File: src/rtl/qar_writeback.sv
// Writeback stage for the single regfile write port: ALU results take priority over
// an in-order LSU result queue; x0 writes are dropped and stale queued loads are squashed.
module qar_writeback #(
   parameter int XLEN   = 32,
   parameter int AW     = 5,
   parameter int QDEPTH = 2
) (
   input  logic              clk,
   input  logic              rst_n,
   input  logic              alu_valid,
   input  logic [AW-1:0]     alu_rd,
   input  logic [XLEN-1:0]   alu_data,
   input  logic              lsu_valid,
   output logic              lsu_ready,
   input  logic [AW-1:0]     lsu_rd,
   input  logic [XLEN-1:0]   lsu_data,
   output logic              rf_we,
   output logic [AW-1:0]     rf_waddr,
   output logic [XLEN-1:0]   rf_wdata,
   output logic [2**AW-1:0]  pend_mask,
   output logic              stall_req
);

   localparam int PW = $clog2(QDEPTH);
   localparam int CW = PW + 1;

   logic [AW-1:0]     rd_q   [QDEPTH];
   logic [XLEN-1:0]   data_q [QDEPTH];
   logic [QDEPTH-1:0] live_q, live_n;
   logic [PW-1:0]     head_q, tail_q;
   logic [CW-1:0]     count_q;
   logic [2**AW-1:0]  pend_n;
   logic [AW-1:0]     idx;
   logic              full, alu_win, push, pop, push_live, head_live;

   assign full      = (count_q == CW'(QDEPTH));
   assign lsu_ready = !full;
   assign stall_req = full;
   assign alu_win   = alu_valid && (alu_rd != '0);
   assign push      = lsu_valid && !full && (lsu_rd != '0);
   assign pop       = !alu_win && (count_q != '0);
   assign head_live = live_q[head_q];
   // A load pushed in the same cycle is older than the winning ALU result, so it dies too.
   assign push_live = !(alu_win && (lsu_rd == alu_rd));

   always_comb begin
      live_n = live_q;
      pend_n = '0;
      idx    = '0;
      if (pop)
         live_n[head_q] = 1'b0;
      if (alu_win) begin
         for (int i = 0; i < QDEPTH; i++)
            if (live_q[i] && (rd_q[i] == alu_rd))
               live_n[i] = 1'b0;
      end
      if (push)
         live_n[tail_q] = push_live;
      for (int i = 0; i < QDEPTH; i++) begin
         idx = (push && (PW'(i) == tail_q)) ? lsu_rd : rd_q[i];
         if (live_n[i])
            pend_n[idx] = 1'b1;
      end
   end

   always_ff @(posedge clk or negedge rst_n) begin
      if (!rst_n) begin
         head_q    <= '0;
         tail_q    <= '0;
         count_q   <= '0;
         live_q    <= '0;
         pend_mask <= '0;
      end else begin
         live_q    <= live_n;
         pend_mask <= pend_n;
         if (pop)
            head_q <= head_q + 1'b1;
         if (push)
            tail_q <= tail_q + 1'b1;
         case ({push, pop})
            2'b10:   count_q <= count_q + 1'b1;
            2'b01:   count_q <= count_q - 1'b1;
            default: count_q <= count_q;
         endcase
      end
   end

   always_ff @(posedge clk) begin
      if (push) begin
         rd_q[tail_q]   <= lsu_rd;
         data_q[tail_q] <= lsu_data;
      end
   end

   // Output register stage: one write per cycle, held when idle.
   always_ff @(posedge clk or negedge rst_n) begin
      if (!rst_n) begin
         rf_we    <= 1'b0;
         rf_waddr <= '0;
         rf_wdata <= '0;
      end else begin
         rf_we <= alu_win || (pop && head_live);
         if (alu_win) begin
            rf_waddr <= alu_rd;
            rf_wdata <= alu_data;
         end else if (pop && head_live) begin
            rf_waddr <= rd_q[head_q];
            rf_wdata <= data_q[head_q];
         end
      end
   end

endmodule

File: config.mk
export PLATFORM = sky130hd
export DESIGN_NAME = qar_writeback
export DESIGN_NICKNAME = d
export VERILOG_FILES = /design/src/rtl/qar_writeback.sv
export SDC_FILE = /design/constraint.sdc
export NUM_CORES = 1
export LEC_CHECK = 0
export BUFFER_PORTS_ARGS = -buffer_cell sky130_fd_sc_hd__buf_2
export CORE_UTILIZATION = 50
export CTS_CLUSTER_SIZE = 16
export DETAILED_ROUTE_END_ITERATION = 10
export GPL_TIMING_DRIVEN = 0
export PLACE_DENSITY = 0.84
export RECOVER_POWER = 25
export SETUP_SLACK_MARGIN = 0.5
export SLEW_MARGIN = 15
export SYNTH_ARGS = -nofsm -noshare
export SYNTH_HDL_FRONTEND = slang
export SYNTH_SLANG_ARGS = --single-unit
export TNS_END_PERCENT = 20
File: constraint.sdc
create_clock -name clk -period 4 [get_ports clk]
set_clock_uncertainty 0.05 [all_clocks]
set_input_delay 1.2 -clock clk [delete_from_list [all_inputs] [get_ports clk]]
set_output_delay 1.2 -clock clk [all_outputs]
set_load 0.03 [all_outputs]
=== Word level (Yosys, flattened, before mapping) ===
Memory sizes are Yosys's and may differ from the RTL's.
Cells that the tools add are included.

* Register bits: 76
* Bits in latches: 0
* RAM bits: 74
* ROM bits: 0
* Output and inout port bits: 72
* Memories kept: 2

{| class="wikitable"
|+ Memory list
! name !! depth !! width !! rd ports !! clocked after memory_dff !! wr ports !! RTL line !! source
|-
| data_q || 2 || 32 || 1 || 0 || 1 || 28 || <nowiki>logic [XLEN-1:0] data_q [QDEPTH];</nowiki>
|-
| rd_q || 2 || 5 || 3 || 0 || 1 || 27 || <nowiki>logic [AW-1:0] rd_q [QDEPTH];</nowiki>
|}

* Add/subtract/negate cells: 4
* Multipliers: 0
* Div/mod/pow operators: 0
* $lt $le $gt $ge: 8
* Equality and inequality tests: 6
* Shifts and indexed selects: 0
* Mux-type cells: 27
* Bitwise gates (word level): 4
* Reduce and logical (&&, ||, !) cells: 23

{| class="wikitable"
|+ Operators by type and width
! kind !! number
|-
| two-way mux 32 bit || 4
|-
| OR 32 bit || 1
|-
| two-way mux 5 bit || 4
|-
| == test 5 bit || 3
|-
| logical AND 1 bit || 14
|-
| < comparator 5 x 6 -> 1 bit (second input constant) || 2
|-
| demux 1 bit (select 5 bit) || 2
|-
| greater-or-equal comparator 5 x 1 -> 1 bit (second input constant) || 2
|-
| two-way mux 1 bit || 10
|-
| nonzero test 5 bit || 2
|-
| two-way mux 2 bit || 3
|-
| nonzero test 2 bit || 3
|-
| == test 2 bit (second input constant) || 2
|-
| < comparator 1 x 2 -> 1 bit (second input constant) || 2
|-
| case mux 2 bit (2 select lines) || 1
|-
| logical NOT 1 bit || 3
|-
| adder 1 bit (second input constant) || 2
|-
| adder 2 x 1 -> 2 bit (second input constant) || 1
|-
| AND 2 bit || 1
|-
| bitwise mux 2 bit || 1
|-
| demux 1 bit (select 1 bit) || 2
|-
| == test 2 x 1 -> 1 bit (second input constant) || 1
|-
| greater-or-equal comparator 1 bit (second input constant) || 2
|-
| NOT 2 bit || 1
|-
| other kinds (3) || 3
|}

=== Logic depth before layout (Yosys ltp) ===
* Word-level depth: 14
* Mapped depth: 9
* Gate-level depth less buffers: 7

=== Worst setup path after synthesis ===
No wires, ideal clock.

* Path type: input to register
* From: in lsu_rd[4]
* To: reg pend_mask[13]
* Library setup time: 0.140 ns
* Arrival time: 3.451 ns
* Slack: 0.359 ns
* Stages on the path: 8
* Buffers on the path: 2
* Path through: buf_2 > or3_1 > buf_2 > o2111ai_4 > inv_1 > and3_1 > a31oi_1 > o22ai_1

* Word-level cells in the longest chain between the ends: 11
* Elaborated cells on any way between the ends: 24
* Those cells by class: 4 x order compare; 1 x eq/ne; 10 x mux; 1 x bitwise; 8 x reduce/logical

{| class="wikitable"
|+ RTL lines
! element !! RTL line !! source
|-
| start: declaration || 15 || <nowiki>input logic [AW-1:0] lsu_rd,</nowiki>
|-
| nonzero test 5 bit || 40 || <nowiki>assign push = lsu_valid && !full && (lsu_rd != '0);</nowiki>
|-
| logical AND 1 bit || 40 ||
|-
| logical AND 1 bit || 60 || <nowiki>idx = (push && (PW'(i) == tail_q)) ? lsu_rd : rd_q[i];</nowiki>
|-
| two-way mux 5 bit || 60 ||
|-
| < comparator 5 x 6 -> 1 bit (not written as such) / greater-or-equal comparator 5 x 1 -> 1 bit (equally long branches) || 62 || <nowiki>pend_n[idx] = 1'b1;</nowiki>
|-
| logical AND 1 bit (not written as such) || 62 ||
|-
| two-way mux 1 bit (not written as such) || 62 ||
|-
| demux 1 bit (select 5 bit) || 62 ||
|-
| two-way mux 32 bit || 61 || <nowiki>if (live_n[i])</nowiki>
|-
| OR 32 bit (no line) || - ||
|-
| two-way mux 32 bit (*) || 61 ||
|-
| net pend_n[13] || 32 || <nowiki>logic [2**AW-1:0] pend_n;</nowiki>
|-
| end signal: assignment || 75 || <nowiki>pend_mask <= pend_n;</nowiki>
|-
| end: declaration || 20 || <nowiki>output logic [2**AW-1:0] pend_mask,</nowiki>
|}

The timed path passes the listed nets; every way through them passes the cells marked *.
A chain may end at the register's enable or synchronous reset.

=== Final worst setup path ===
* From: in lsu_rd[2]
* To: reg pend_mask[10]

Same word-level chain as after synthesis.

==> results.txt <==
----------------------------------------------------
[Run status]
  Status ... complete, but fails checks
  Failing checks ... max-capacitance violations, max-slew violations

[Placed design]
  Post-detail-place hpwl ... 10.4 mm
  Number of buffers inserted by port buffering ... 148
  Final estimated routing congestion in global placement ... 0.904

[Synth]
  Basic-gate share of the synthesized area counting and, or, nand and nor cells ... 10.2%
  Area share of fa/ha/maj cells after synthesis ... 0.196%
  Library cell occupying the most area in the post-synthesis netlist ... sky130_fd_sc_hd__edfxtp_1
  Largest family of logic cells by synthesized area ... compound AO/OA/AOI/OAI gates
  Sequential cell area fraction in the yosys report ... 64.5%
  Number of warnings reported in the yosys synthesis log ... 0
  Largest cells by area after synthesis ... sky130_fd_sc_hd__edfxtp_1, sky130_fd_sc_hd__dfrtp_1, sky130_fd_sc_hd__mux2i_1, sky130_fd_sc_hd__o21ai_0, sky130_fd_sc_hd__a21oi_1
  Post-Synth XOR/XNOR Area ... 2.60%
  Mapped Nets ... 615
  Compound-Gate Fraction of Synth Area ... 13.3%
  Number of enable-type register cells in the synthesized netlist ... 74
  Count of mapped cells out of synthesis ... 536
  Count of cell types in the netlist ... 41
  Top_reg_cell synth ... sky130_fd_sc_hd__dfrtp_1
  Number of synthesized register bits ... 150
  Cell types with the highest counts after synthesis ... sky130_fd_sc_hd__dfrtp_1, sky130_fd_sc_hd__edfxtp_1, sky130_fd_sc_hd__nor2_1
  Post-Syn Area ... 6390 um^2
  Portion of netlist area occupied by mux cells ... 6.29%
  Ys async rst share ... 50.7%
  Top-area cell type share of the netlist area ... 34.8%
  Most used standard cell by instance count after synthesis ... sky130_fd_sc_hd__dfrtp_1
  Post-synthesis average cell area ... 11.9 um^2

[Floorplanning]
  Starting density of the core ... 52.3%
  Core Box Area ... 12,200 um^2
  Std cell rows ... 40
  Die extent in x ... 115 um
  Io pins ... 150
  Die area ... 13,200 um^2
  Vertical die dimension ... 115 um

[STA]
  Pins Over Slew Limit ... 33
  Hold slack final ... 425 ps
  Slew of the pin with the lowest slew margin ... 1670 ps
  Fmax ... 284 MHz
  Worst slew margin relative to its limit ... -11.1%
  Period utilization ... 88.0%
  Setup repair after global routing missed its margin ... yes
  Time the final worst path needs with I/O delays and setup ... 3520 ps
  Aggregate negative setup slack ... 0 ps
  Final Hold Vio Count ... 0
  Setup violations, final ... 0

[Worst setup path]
  Arrival time worst endpoint ... 3760 ps
  CP Cell Sequence ... buf_2 > buf_8 > or3_1 > buf_6 > o211ai_4 > inv_1 > buf_2 > nor4_1 > a31oi_1 > o32ai_1
  Critical path launch point ... lsu_rd[2]
  Slowest stage cell on the critical path ... sky130_fd_sc_hd__buf_2
  Worst Path Class, Setup ... in2reg
  Critical path launch point type ... primary input
  CP Data Required Time ... 4240 ps
  Worst path buffer plus inverter count ... 5
  CP Capture Type ... flip-flop
  Largest fanout of any net on the critical path ... 46
  Crit path top cell by count ... sky130_fd_sc_hd__buf_2
  Family with the most delay on the worst path ... buffers and inverters
  Launch point of the worst reg-to-reg path ... tail_q$_DFFE_PN0N_
  Largest stage delay on the critical path ... 490 ps

[Clock tree]
  Sinks on Clock Net ... 150
  H-tree levels ... 4
  Hold-fix buffers at CTS ... 0
  Clock latency on the worst-skew pair ... 420 ps
  Number of buffers inserted during clock tree synthesis ... 17
  Clock transition at the registers of the reported paths ... 60 ps
  CTS max path bufs ... 2
  CTS tree ... done
  Cell at the root of the clock tree ... sky130_fd_sc_hd__clkbuf_16

[Min path]
  Hold Startpoint ... rf_wdata[6]$_DFFE_PN0P_
  Class of the worst hold path ... reg2reg

[Routing]
  Total wire length after detailed routing ... 15.0 mm
  Routed length per instance ... 16.9 um
  Detailed Routing Iterations Pass 1 ... 8
  Vias per inst ... 5.55
  Via count of the routed design ... 4,920
  Remaining antenna violation count ... 0
  Detailed-route DRC error count ... 0
  Initial drt markers ... 318

[GRT]
  Overall track demand over capacity in global routing ... 24.1%
  Antenna violations before repair ... 1
  Largest net degree at the start of global routing ... 47
  Via count of the first global-routing pass ... 4,792
  Wire length of the first global-routing pass ... 23.9 mm
  Remaining global-route overflow ... 0

[Finish]
  Share of cells above drive strength 1 ... 26.9%
  Net count of the finished layout ... 784
  Synth-to-layout area growth ... 25.8%

[Pwr]
  Areal power density over the cells ... 758 nW/um^2
  Worst ir drop on vdd ... 0.574 mV
  Leakage ... 3.45 nW

[Flow run]
  Count of maximum capacitance violations ... 1

----------------------------------------------------
[through the flow]
stage          total power [mW]  setup WS, ps  area [um^2]  util, %  std cells
5_1_grt                    6.38           250         8040     65.8        887
4_1_cts                    6.11           350         8050     66.0        886
3_3_place_gp               4.29          -211         7380     60.5        852
3_5_place_dp               4.38          -288         7410     60.7        853
6_report                   6.09           481         8040     65.8        887
2_1_floorplan              3.75           398         6430        -        536
[state kept, by name, summed over array words and instances, names as in the netlist]
name and count:
live_q 2, tail_q 1, rf_wdata 32, head_q 1
rd_q 10, data_q 64, rf_waddr 5, pend_mask 32
rf_we 1, count_q 2
[worst paths after layout]
check	endpoint	slack (ps)	depth (start not counted)
setup / recovery	pend_mask[10]$_DFF_PN0_	480	10
hold / removal	rf_wdata[6]$_DFFE_PN0P_	420	2
setup reg to reg	pend_mask[10]$_DFF_PN0_	1150	7
hold reg to reg	rf_wdata[6]$_DFFE_PN0P_	420	2
max in group asynchronous	pend_mask[16]$_DFF_PN0_	1780	1
min in group asynchronous	pend_mask[10]$_DFF_PN0_	1150	1
[logic make-up after synthesis]
logic type / after synthesis
DFF: 150
xor gates and xnor gates: 19
muxes: 40
buffers and inverters: 43
and+or+nand+nor: 144
adders and majority gates: 1
AOI/OAI and AO/OA: 139
[metal layers]
metal	GRT usage (%)	share of wire, %	vias up
met3	6.11	8.3	40
met5	0	0	-
met1	29.9	41	2332
met4	11.3	2.2	0
li1	-	-	2293
met2	39.7	49	255
[worst min-delay path, delay by kind of cell (launching register included)]
family	cells	cell delay (ps)
flops	1	330
compound gates	1	60
simple gates	1	50
[cell type report]
type                            count  area (um^2)
Timing Repair inverter              1         7.51
Sequential cell                   150         4120
Clock buffer                       17          425
Tap cell                          168          210
Buffer                             36          176
Fill cell                         932         4180
Timing Repair Buffer              149          748
Clock inverter                     15          210
Multi-Input combinational cell    343         2100
Antenna cell                        1         2.50
Inverter                            7         30.0
[cell usage in the layout, fill, tap and decap left out, types with 2 or more instances in the layout]
| cell type | instances |
|---|---|
| sky130_fd_sc_hd__nand2_2 | 3 |
| sky130_fd_sc_hd__o21ai_0 | 44 |
| sky130_fd_sc_hd__clkbuf_16 | 17 |
| sky130_fd_sc_hd__buf_2 | 147 |
| sky130_fd_sc_hd__nor3_1 | 6 |
| sky130_fd_sc_hd__inv_1 | 6 |
| sky130_fd_sc_hd__clkinv_1 | 4 |
| sky130_fd_sc_hd__nand2_1 | 47 |
| sky130_fd_sc_hd__clkinvlp_4 | 5 |
| sky130_fd_sc_hd__nand3_1 | 12 |
| sky130_fd_sc_hd__clkinv_4 | 2 |
| sky130_fd_sc_hd__nor4_1 | 4 |
| sky130_fd_sc_hd__buf_1 | 3 |
| sky130_fd_sc_hd__o211ai_1 | 2 |
| sky130_fd_sc_hd__a41oi_1 | 4 |
| sky130_fd_sc_hd__bufinv_16 | 5 |
| sky130_fd_sc_hd__xor2_1 | 6 |
| sky130_fd_sc_hd__clkbuf_1 | 31 |
| sky130_fd_sc_hd__a31oi_1 | 5 |
| sky130_fd_sc_hd__nor2b_1 | 6 |
| sky130_fd_sc_hd__edfxtp_1 | 74 |
| sky130_fd_sc_hd__o32ai_1 | 4 |
| sky130_fd_sc_hd__a21oi_1 | 43 |
| sky130_fd_sc_hd__xnor2_1 | 13 |
| sky130_fd_sc_hd__dfrtp_1 | 76 |
| sky130_fd_sc_hd__nor4b_1 | 3 |
| sky130_fd_sc_hd__nor2_1 | 54 |
| sky130_fd_sc_hd__o22ai_1 | 29 |
| sky130_fd_sc_hd__mux2i_1 | 39 |
[where the power goes]
part / switching [mW] / total, mW / leakage, nW / internal (mW)
clock: 0.613 / 1.71 / 0.299 / 1.10
sequential: 0.181 / 2.26 / 1.67 / 2.08
combinational: 1.48 / 2.12 / 1.49 / 0.644
total: 2.27 / 6.09 / 3.45 / 3.82
[timing repair]
action                     4_1_cts  5_1_grt
buffers inserted                 0        0
setup endpoints to repair       16       45
resized for setup                0        1
gates cloned                     1        0
Power figures use the tool's default switching activity.
